## config.mk

```make
export PLATFORM = sky130hd
export DESIGN_NAME = rv_int_alu_seq_flat
export DESIGN_NICKNAME = d
export VERILOG_FILES = /design/src/rtl/rv_int_alu_seq_if.sv /design/src/rtl/rv_int_alu_seq.sv /design/src/flat_wrapper.sv
export SDC_FILE = /design/constraint.sdc
export NUM_CORES = 1
export LEC_CHECK = 0
export CAP_MARGIN = 10
export CELL_PAD_IN_SITES_DETAIL_PLACEMENT = 1
export CELL_PAD_IN_SITES_GLOBAL_PLACEMENT = 1
export CORE_UTILIZATION = 44
export CTS_BUF_LIST = sky130_fd_sc_hd__clkbuf_8
export DETAILED_ROUTE_END_ITERATION = 12
export HOLD_SLACK_MARGIN = 0.12
export PLACE_DENSITY_LB_ADDON = 0.3
export SKIP_LAST_GASP = 1
export SLEW_MARGIN = 5
export SYNTH_ARGS = -nofsm -noshare
export SYNTH_HDL_FRONTEND = slang
export SYNTH_SLANG_ARGS = --single-unit
```

## constraint.sdc

```tcl
create_clock -name clk -period 3.6 [get_ports clk]
set_clock_uncertainty 0.1 [all_clocks]
set_input_delay 1.08 -clock clk [delete_from_list [all_inputs] [get_ports clk]]
set_output_delay 1.08 -clock clk [all_outputs]
set_load 0.01 [all_outputs]
```

## src/rtl/rv_int_alu_seq_if.sv

```systemverilog
// Handshake bundle for rv_int_alu_seq: the issue side (valid/ready + operands)
// and the writeback side (valid/ready + result).
interface rv_int_alu_seq_if #(
  parameter int XLEN  = 32,
  parameter int TAG_W = 5
);
  logic             in_valid;
  logic             in_ready;
  logic             is_rtype;
  logic [2:0]       funct3;
  logic             funct7_b30;
  logic [XLEN-1:0]  rs1_val;
  logic [XLEN-1:0]  op_b;
  logic [TAG_W-1:0] tag_in;
  logic             out_valid;
  logic             out_ready;
  logic [XLEN-1:0]  result;
  logic [TAG_W-1:0] tag_out;
  logic             busy;

  modport master (
    output in_valid, is_rtype, funct3, funct7_b30, rs1_val, op_b, tag_in, out_ready,
    input  in_ready, out_valid, result, tag_out, busy
  );
  modport slave (
    input  in_valid, is_rtype, funct3, funct7_b30, rs1_val, op_b, tag_in, out_ready,
    output in_ready, out_valid, result, tag_out, busy
  );
endinterface

```

## src/rtl/rv_int_alu_seq.sv

```systemverilog
// RV32I/RV64I OP / OP-IMM integer ALU with valid/ready handshakes on both sides.
// Non-shift ops take one cycle; shifts iterate SHIFT_STEP bit positions per cycle.
module rv_int_alu_seq #(
  parameter int XLEN       = 32,
  parameter int SHIFT_STEP = 1,
  parameter int TAG_W      = 5
) (
  input  logic clk,
  input  logic rst_n,
  rv_int_alu_seq_if.slave io
);
  localparam int SW = $clog2(XLEN);

  typedef enum logic [1:0] {IDLE, SHIFT, HOLD} state_t;
  typedef enum logic [1:0] {SH_SLL, SH_SRL, SH_SRA} shop_t;

  state_t           state;
  shop_t            shop;
  logic [XLEN-1:0]  res_q;
  logic [TAG_W-1:0] tag_q;
  logic [SW-1:0]    rem_q;

  logic             accept, is_shift;
  logic [SW-1:0]    shamt, k;
  logic [XLEN-1:0]  alu;

  assign io.in_ready  = (state == IDLE) || (state == HOLD && io.out_ready);
  assign io.out_valid = (state == HOLD);
  assign io.busy      = (state == SHIFT);
  assign io.result    = res_q;
  assign io.tag_out   = tag_q;

  assign accept   = io.in_valid && io.in_ready;
  assign shamt    = io.op_b[SW-1:0];
  assign is_shift = (io.funct3 == 3'b001) || (io.funct3 == 3'b101);

  always_comb begin
    alu = '0;
    case (io.funct3)
      3'b000:  alu = (io.is_rtype && io.funct7_b30) ? io.rs1_val - io.op_b
                                                    : io.rs1_val + io.op_b;
      3'b010:  alu = {{(XLEN-1){1'b0}}, $signed(io.rs1_val) < $signed(io.op_b)};
      3'b011:  alu = {{(XLEN-1){1'b0}}, io.rs1_val < io.op_b};
      3'b100:  alu = io.rs1_val ^ io.op_b;
      3'b110:  alu = io.rs1_val | io.op_b;
      3'b111:  alu = io.rs1_val & io.op_b;
      default: alu = io.rs1_val;  // shifts start from rs1 and iterate in SHIFT
    endcase
  end

  // remaining < XLEN, so when SHIFT_STEP >= XLEN the first branch never fires
  assign k = (int'(rem_q) > SHIFT_STEP) ? SW'(SHIFT_STEP) : rem_q;

  always_ff @(posedge clk or negedge rst_n) begin
    if (!rst_n) begin
      state <= IDLE;
      shop  <= SH_SLL;
      res_q <= '0;
      tag_q <= '0;
      rem_q <= '0;
    end else if (accept) begin
      tag_q <= io.tag_in;
      res_q <= alu;
      rem_q <= shamt;
      shop  <= (io.funct3 == 3'b001) ? SH_SLL : (io.funct7_b30 ? SH_SRA : SH_SRL);
      state <= (is_shift && shamt != '0) ? SHIFT : HOLD;
    end else if (state == HOLD && io.out_ready) begin
      state <= IDLE;
    end else if (state == SHIFT) begin
      case (shop)
        SH_SLL:  res_q <= res_q << k;
        SH_SRL:  res_q <= res_q >> k;
        default: res_q <= $signed(res_q) >>> k;  // MSB never changes, so it is the original sign
      endcase
      rem_q <= rem_q - k;
      if (rem_q == k) state <= HOLD;
    end
  end
endmodule

```

## src/flat_wrapper.sv

```systemverilog
// flat-port wrapper written by rule: the top's interface ports become plain ports
module rv_int_alu_seq_flat 
#(
  parameter int XLEN       = 32,
  parameter int SHIFT_STEP = 1,
  parameter int TAG_W      = 5
)
  (clk, rst_n, io_in_valid, io_is_rtype, io_funct3, io_funct7_b30, io_rs1_val, io_op_b, io_tag_in, io_out_ready, io_in_ready, io_out_valid, io_result, io_tag_out, io_busy);
  rv_int_alu_seq_if #(.XLEN(XLEN), .TAG_W(TAG_W)) io_i ();
  input  logic clk;
  input  logic rst_n;
  input wire logic [$bits(io_i.in_valid)-1:0] io_in_valid;
  input wire logic [$bits(io_i.is_rtype)-1:0] io_is_rtype;
  input wire logic [$bits(io_i.funct3)-1:0] io_funct3;
  input wire logic [$bits(io_i.funct7_b30)-1:0] io_funct7_b30;
  input wire logic [$bits(io_i.rs1_val)-1:0] io_rs1_val;
  input wire logic [$bits(io_i.op_b)-1:0] io_op_b;
  input wire logic [$bits(io_i.tag_in)-1:0] io_tag_in;
  input wire logic [$bits(io_i.out_ready)-1:0] io_out_ready;
  output wire logic [$bits(io_i.in_ready)-1:0] io_in_ready;
  output wire logic [$bits(io_i.out_valid)-1:0] io_out_valid;
  output wire logic [$bits(io_i.result)-1:0] io_result;
  output wire logic [$bits(io_i.tag_out)-1:0] io_tag_out;
  output wire logic [$bits(io_i.busy)-1:0] io_busy;
  assign io_i.in_valid = io_in_valid;
  assign io_i.is_rtype = io_is_rtype;
  assign io_i.funct3 = io_funct3;
  assign io_i.funct7_b30 = io_funct7_b30;
  assign io_i.rs1_val = io_rs1_val;
  assign io_i.op_b = io_op_b;
  assign io_i.tag_in = io_tag_in;
  assign io_i.out_ready = io_out_ready;
  assign io_in_ready = io_i.in_ready;
  assign io_out_valid = io_i.out_valid;
  assign io_result = io_i.result;
  assign io_tag_out = io_i.tag_out;
  assign io_busy = io_i.busy;
  rv_int_alu_seq #(.XLEN(XLEN), .SHIFT_STEP(SHIFT_STEP), .TAG_W(TAG_W)) u_core (.clk(clk), .rst_n(rst_n), .io(io_i));
endmodule
```

==> results of run 1 <==
cell families after synthesis:
family                     share of synthesized area
adders and majority gates                      0.161
DFF                                            0.148
xor gates and xnor gates                      0.0225
buffers and inverters                         0.0910
muxes                                         0.0132
and+or+nand+nor                                0.209
AOI/OAI and AO/OA                              0.356
stage by stage:
stage | hold slack, ps | utilization | area (um2) | instances
3_5_place_dp | 374 | 0.638 | 11000 | 1684
3_3_place_gp | 359 | 0.638 | 11000 | 1684
2_1_floorplan | 393 | - | 7800 | 1147
==> reports/qor.txt, run 1 <==
Sequential share of the synthesized area: 0.148
Leading area contributor after synthesis: ha_1
Top FF cell, synth: dfrtp_1
First Err: [ERROR DPL-0033] detailed placement checks failed during check placement.
DP HPWL: 34.9 mm
Die H: 135 um
Yosys warnings: 0
Synthesized Nets: 1324
Synth Cell Area: 0.00778 mm2
Ports: 118
Share of the synthesized area in the top cell type: 0.156
Halt Stage: clock tree synthesis
EDFF count, synth: 0
Root Buffer: clkbuf_8
Async SR Flop Fraction: 1.00
Top-count cell post-synth: nand2_1
Synth Instances: 1147
CTS Hold Bufs: 0
Syn avg cell area: 6.79 um2
Number of synthesized register bits: 46
Number of I/O port buffers: 117
Starting Density: 0.450
Status: aborted with a tool error
Distinct cells, synth: 85
Pre-CTS setup slack: -998 ps
Cell Rows: 48
Most frequent cells after synthesis: nand2_1 (138), a21oi_1 (129), inv_1 (110), o21ai_0 (106), ha_1 (97)
CTS Sinks: 46
Area contributors post-synth: ha_1 (16%), dfrtp_1 (15%), a21oi_1 (8.3%), o21ai_0 (6.8%), nand2_1 (6.7%)
CTS Buf Count: 5
Post-CTS Setup Bufs: 28
Post-CTS resize count: 287
H-tree depth: 2
Final GP Congestion: 1.02
Deepest clock path buffer count: 2
Chip Width: 135 um
==> inputs of run 2 (changes only) <==
--- a/config.mk
+++ b/config.mk
@@ -6,13 +6,9 @@
 export NUM_CORES = 1
 export LEC_CHECK = 0
 export CAP_MARGIN = 10
-export CELL_PAD_IN_SITES_DETAIL_PLACEMENT = 1
-export CELL_PAD_IN_SITES_GLOBAL_PLACEMENT = 1
-export CORE_UTILIZATION = 44
-export CTS_BUF_LIST = sky130_fd_sc_hd__clkbuf_8
+export CORE_UTILIZATION = 40
 export DETAILED_ROUTE_END_ITERATION = 12
-export HOLD_SLACK_MARGIN = 0.12
-export PLACE_DENSITY_LB_ADDON = 0.3
+export PLACE_DENSITY_LB_ADDON = 0.15
 export SKIP_LAST_GASP = 1
 export SLEW_MARGIN = 5
 export SYNTH_ARGS = -nofsm -noshare
==> reports/qor.txt, run 2 <==
Status: complete, no violations (was aborted with a tool error)
GRT overflow: 0
Multi-input gate area: 0.00678 mm2
Initial antenna violation count: 0
Via count: 10300
Final Power: 4.99 mW
TritonCTS clock tree: built
Net Sw Frac: 0.458
Hold Crit Start: u_core.io.tag_out[3]$_DFFE_PN0P_
Final hold viol count: 0
Routed Antenna Nets: 0
Async SR Flop Fraction: 1.00 (unchanged)
Sequential share of the synthesized area: 0.148 (unchanged)
MaxCap Viol Count: 0
Max VDD drop: 0.236 mV
Busiest layer in global routing: met2
Pint: 2.70 mW
H-tree depth: 2 (unchanged)
Commonest non-fill, non-tap cell in the layout: buf_4
FILL cells: 1730
Power per cell area: 402 mW/mm2
Final worst-path cycle share: 0.995
Ports: 118 (unchanged)
EDFF count, synth: 0 (unchanged)
Synthesized Nets: 1324 (unchanged)
Top-count cell post-synth: nand2_1 (unchanged)
CTS clk-pin slew, worst paths: 60 ps
Number of diodes: 0
Worst Setup SP: io_op_b[0]
Final GP Congestion: 1.02 (about the same)
Register area: 0.00115 mm2
Deepest clock path buffer count: 2 (unchanged)
Vias in the first global route: 9737
Die area: 0.0200 mm2
GR Util met2: 0.535
Routed wire per std cell: 19.3 um
Slew margin rel.: 0.232
DP HPWL: 26.6 mm (was 34.9 mm)
Cell Rows: 50 (was 48)
GR Util met3: 0.0375
Slew @ Worst Pin: 1150 ps
Most frequent cells in the layout: buf_4 (303), nand2_1 (138), a21oi_1 (120), nor2_1 (91), o21ai_0 (89)
Critical Path Source Type: input pin
Layout Nets: 1688
Psw: 2.29 mW
Met1 Resource Use GR: 0.486
Pin count of the biggest net entering global routing: 82
Syn avg cell area: 6.79 um2 (unchanged)
Share of the synthesized area in the top cell type: 0.156 (unchanged)
Synth Instances: 1147 (unchanged)
Root Buffer: clkbuf_16 (was clkbuf_8)
Chip Width: 141 um (was 135 um)
Yosys warnings: 0 (unchanged)
WS Path Type: input pin to register
Sequential share of power: 0.218
Leakage dissipation: 5.62 nW
Number of synthesized register bits: 46 (unchanged)
Pre-antenna DRT Iters: 6
CTS Buf Count: 5 (unchanged)
Distinct cells, synth: 85 (unchanged)
Setup violations, final: 0
CTS Sinks: 46 (unchanged)
Peak Freq: 279 MHz
Top FF cell, synth: dfrtp_1 (unchanged)
HP Class: register to register
Leading area contributor after synthesis: ha_1 (unchanged)
Min Clock Period, post-route: 3580 ps
Number of I/O port buffers: 117 (unchanged)
Synth Cell Area: 0.00778 mm2 (unchanged)
Starting Density: 0.412 (was 0.450)
Max reg flops: 32
Gr usage total: 0.340
Share of cells above drive strength 1: 0.335
WL final: 34.2 mm
Synthesis-to-layout area growth: 59.4%
Crit path DAT: 3670 ps
DRT iter0 DRCs: 1159
First-pass GRT wire length: 53.0 mm
Pins Over Slew Limit: 0
Post-Layout Inst Area: 0.0124 mm2
Comb pwr share: 0.672
DRC viols: 0
Critical Path RT: 3690 ps
Worst R2R Start: u_core.rem_q[4]$_DFFE_PN0P_
Reg2Reg Setup Slack: 890 ps
Die H: 141 um (was 135 um)
RSZ-0062 raised after global routing: true
Vias per inst: 5.81
Most frequent cells after synthesis: nand2_1 (138), a21oi_1 (129), inv_1 (110), o21ai_0 (106), ha_1 (97) (unchanged)
DP Area: 0.0112 mm2 (was 0.0110 mm2)
Setup crit end kind: register
CP Max Fanout: 3
Core Area: 0.0189 mm2
Clock Power Share: 0.110
Clock Latency Late Sink: 300 ps
Area contributors post-synth: ha_1 (16%), dfrtp_1 (15%), a21oi_1 (8.3%), o21ai_0 (6.8%), nand2_1 (6.7%) (unchanged)
[run 2: cell counts after synthesis]
Identical to the previous run, type by type.
[run 2: cell type report]
| cell class | instances | share of cell area |
|---|---|---|
| clock inverter | 1 | 0.00242 |
| timing repair buffer | 431 | 0.287 |
| inverter | 110 | 0.0333 |
| clock buffer | 6 | 0.0112 |
| tap | 260 | 0.0262 |
| multi-input combinational | 917 | 0.547 |
| sequential | 46 | 0.0928 |
[run 2: worst max-delay path, stage by stage]
cell	delay (ps)
buf_6	100
ha_4	150
inv_2	40
fa_2	360
nand2b_4	160
a2111oi_4	390
o211ai_1	230
a21oi_2	260
o21ai_1	90
a31oi_1	250
xnor2_1	160
o221ai_2	130
a31o_2	260
[run 2: cells by family after synthesis]
| kind of cell | share of synthesized area |
|---|---|
| multiplexers | 0.0132 |
| AND/OR/NAND/NOR | 0.209 |
| flip-flops | 0.148 |
| adder cells (fa/ha/maj) | 0.161 |
| buffers and inverters | 0.0910 |
| AO/OA/AOI/OAI | 0.356 |
| XOR/XNOR | 0.0225 |
[run 2: metrics by stage]
| stage | hold slack (ps) | cells | setup TNS [ps] | utilization | setup WS [ps] |
|---|---|---|---|---|---|
| after global placement | 357 | 1741 | -18290 | 0.595 | -904 |
| after global routing | 393 | 1771 | -273 | 0.657 | -77.8 |
| final | 376 | 1771 | 0 | 0.657 | 16.9 |
| after floorplan | 393 | 1147 | -54.9 | - | -54.9 |
| after detailed placement | 362 | 1741 | -19380 | 0.595 | -942 |
| after CTS | 377 | 1770 | -20.4 | 0.643 | -20.4 |
[run 2: worst paths after layout]
path,to,depth (start not counted)
worst min-delay path,u_core.io.tag_out[3]$_DFFE_PN0P_,2
worst max register to register,u_core.io.result[27]$_DFFE_PN0P_,9
min in group asynchronous,u_core.io.result[14]$_DFFE_PN0P_,1
worst max-delay path,u_core.io.result[24]$_DFFE_PN0P_,13
max in group asynchronous,u_core.io.result[8]$_DFFE_PN0P_,2
worst min register to register,u_core.io.tag_out[3]$_DFFE_PN0P_,2
[run 2: power groups by stage]
| stage | clock [mW] | sequential [mW] | combinational, mW |
|---|---|---|---|
| floorplan | 0 | 1.09 | 1.61 |
| global placement | 0 | 1.08 | 3.05 |
| detailed placement | 0 | 1.08 | 3.10 |
| CTS | 0.549 | 1.07 | 3.24 |
| global route | 0.566 | 1.11 | 3.64 |
| finish | 0.549 | 1.09 | 3.35 |
[run 2: metal layers]
layer,routed length (um),vias to the layer above
li1,-,4833
met1,15500,4862
met2,15000,525
met3,2700,72
met4,1000,0
met5,0,-
[run 2: timing repair]
item                                    CTS  global route
hold buffers                              0             0
endpoints found under the setup margin   25            23
buffers inserted                         25             6
hold endpoints to repair                  0             0
resized for setup                       207            73
pin swaps                                54            51
(Power assumes the default switching activity.)
==> inputs of run 3 (changes only) <==
--- a/config.mk
+++ b/config.mk
@@ -8,7 +8,7 @@
 export CAP_MARGIN = 10
 export CORE_UTILIZATION = 40
 export DETAILED_ROUTE_END_ITERATION = 12
-export PLACE_DENSITY_LB_ADDON = 0.15
+export PLACE_DENSITY_LB_ADDON = 0.12
 export SKIP_LAST_GASP = 1
 export SLEW_MARGIN = 5
 export SYNTH_ARGS = -nofsm -noshare
==> reports/qor.txt, run 3 (same netlist as run 2, synthesis figures left out) <==
Critical Path Source Type: input pin (unchanged)
CP Max Fanout: 5 (was 3)
MaxCap Viol Count: 0 (unchanged)
Slew @ Worst Pin: 1110 ps (was 1150 ps)
Vias in the first global route: 9382 (was 9737)
HP Class: register to register (unchanged)
First-pass GRT wire length: 52.1 mm (was 53.0 mm)
Power per cell area: 402 mW/mm2 (about the same)
WL final: 33.8 mm (was 34.2 mm)
DP HPWL: 25.9 mm (was 26.6 mm)
Final hold viol count: 0 (unchanged)
Clock Latency Late Sink: 290 ps (was 300 ps)
Max VDD drop: 0.232 mV (was 0.236 mV)
CTS Hold Bufs: 0 (unchanged)
Number of diodes: 0 (unchanged)
Number of I/O port buffers: 117 (unchanged)
Multi-input gate area: 0.00675 mm2 (was 0.00678 mm2)
Min Clock Period, post-route: 3680 ps (was 3580 ps)
Final worst-path cycle share: 1.02 (was 0.995)
Critical Path RT: 3710 ps (was 3690 ps)
Die area: 0.0200 mm2 (unchanged)
Routed wire per std cell: 19.1 um (was 19.3 um)
Fin cells: 1767 (was 1771)
Ports: 118 (unchanged)
Routed Antenna Nets: 0 (unchanged)
Deepest clock path buffer count: 2 (unchanged)
Vias per inst: 5.79 (was 5.81)
Setup crit end kind: register (unchanged)
Via count: 10200 (was 10300)
DRT iter0 DRCs: 1089 (was 1159)
Register area: 0.00115 mm2 (unchanged)
Pin count of the biggest net entering global routing: 82 (unchanged)
Placed Cells incl. Taps: 1722 (was 1741)
CTS Sinks: 46 (unchanged)
Failing checks: negative setup slack
RSZ-0062 raised after global routing: true (unchanged)
Starting Density: 0.412 (unchanged)
Initial antenna violation count: 0 (unchanged)
Most frequent cells in the layout: buf_4 (295), nand2_1 (138), a21oi_1 (120), o21ai_0 (88), nor2_1 (87) (was buf_4 (303), nand2_1 (138), a21oi_1 (120), nor2_1 (91), o21ai_0 (89))
TNS Setup: -76.5 ps (was 0 ps)
Crit-path cells: clkdlybuf4s50_1, inv_1, ha_4, buf_6, a21o_1, a211oi_2, a221oi_2, buf_4, o21ai_4, o211a_1, or4_4, and3_4, o22ai_2 (was buf_6, ha_4, inv_2, fa_2, nand2b_4, a2111oi_4, o211ai_1, a21oi_2, o21ai_1, a31oi_1, xnor2_1, o221ai_2, a31o_2)
Status: finished, violations left (was complete, no violations)
GRT overflow: 0 (unchanged)
CTS Buf Count: 5 (unchanged)
Pre-antenna DRT Iters: 6 (unchanged)
Leakage dissipation: 5.66 nW (was 5.62 nW)
TritonCTS clock tree: built (unchanged)
Setup WS post-layout: -76.5 ps (was 16.9 ps)
Final GP Congestion: 0.982 (was 1.02)
Critical Path Max Stage Delay: 500 ps (was 390 ps)
H-tree depth: 2 (unchanged)
Slew margin rel.: 0.261 (was 0.232)
Peak Freq: 272 MHz (was 279 MHz)
Core Area: 0.0189 mm2 (unchanged)
Die H: 141 um (unchanged)
Pins Over Slew Limit: 0 (unchanged)
Cell Rows: 50 (unchanged)
Max reg flops: 32 (unchanged)
DRC viols: 0 (unchanged)
Chip Width: 141 um (unchanged)
WS Path Type: input pin to register (unchanged)
Commonest non-fill, non-tap cell in the layout: buf_4 (unchanged)
Root Buffer: clkbuf_16 (unchanged)
Synthesis-to-layout area growth: 59.2% (was 59.4%)
FILL cells: 1712 (was 1730)
Share of cells above drive strength 1: 0.332 (was 0.335)
Crit path DAT: 3790 ps (was 3670 ps)
Worst path slowest cell: or4_4 (was a2111oi_4)
Hold Slack: 373 ps (was 376 ps)
Setup violations, final: 1 (was 0)
Layout Nets: 1683 (was 1688)
Gr usage total: 0.330 (was 0.340)
CTS clk-pin slew, worst paths: 70 ps (was 60 ps)
-- run 3: cell count changes in the layout (fill, tap and decap cells not counted), sizes merged --
cell,change
clkdlybuf4s50,+4
clkbuf,+3
dlymetal6s2s,+6
clkinvlp,+2
buf,-7
dlygate4sd2,-12
-- run 3: area by class of cell --
class | instances | share of cell area
Clock buffer | 5 | 0.0101
Clock inverter | 3 | 0.00364
Inverter | 110 | 0.0341
Multi-Input combinational cell | 917 | 0.545
Sequential cell | 46 | 0.0929
Tap cell | 260 | 0.0263
Timing Repair Buffer | 426 | 0.288
-- run 3: critical path, delay by kind of cell --
family	cells	cell delay (ps)
and+or+nand+nor	2	690
buffers and inverters	4	840
AOI/OAI and AO/OA	6	890
adders and majority gates	1	280
-- run 3: worst paths after layout --
check,startpoint,endpoint,slack (ps),cells after the start
hold reg to reg,u_core.io.tag_out[3]$_DFFE_PN0P_,u_core.io.tag_out[3]$_DFFE_PN0P_,370,2
max in group asynchronous,rst_n,u_core.io.result[20]$_DFFE_PN0P_,2000,2
min in group asynchronous,rst_n,u_core.io.tag_out[3]$_DFFE_PN0P_,630,1
setup / recovery,io_op_b[19],u_core.io.result[28]$_DFFE_PN0P_,-80,13
hold / removal,u_core.io.tag_out[3]$_DFFE_PN0P_,u_core.io.tag_out[3]$_DFFE_PN0P_,370,2
setup reg to reg,u_core.rem_q[4]$_DFFE_PN0P_,u_core.io.result[27]$_DFFE_PN0P_,890,9
-- run 3: per-stage QoR --
stage          power [mW]  area [um2]  setup WS (ps)   util
2_1_floorplan        2.69        7800          -54.9      -
3_3_place_gp         4.10       11100           -877  0.588
3_5_place_dp         4.14       11100           -916  0.588
4_1_cts              4.79       11900           -196  0.630
5_1_grt              5.31       12400           -162  0.656
6_report             4.98       12400          -76.5  0.656
-- run 3: layer usage --
metal  global-route usage  share of wire  up-vias
met4               0.0702          0.024        0
met1                0.483           0.44     4770
li1                     -              -     4822
met5                    0              0        -
met3               0.0260          0.088       64
met2                0.525           0.44      568
-- run 3: power by group --
group	internal (mW)	switching (mW)
sequential	0.783	0.309
combinational	1.58	1.77
clock	0.328	0.209
total	2.69	2.29
-- run 3: what timing repair did --
action,in CTS,in global routing
endpoints found under the setup margin,26,24
pin swaps,55,72
resized for setup,171,115
buffers inserted,17,25
endpoints found under the hold margin,0,0
gates cloned,0,0
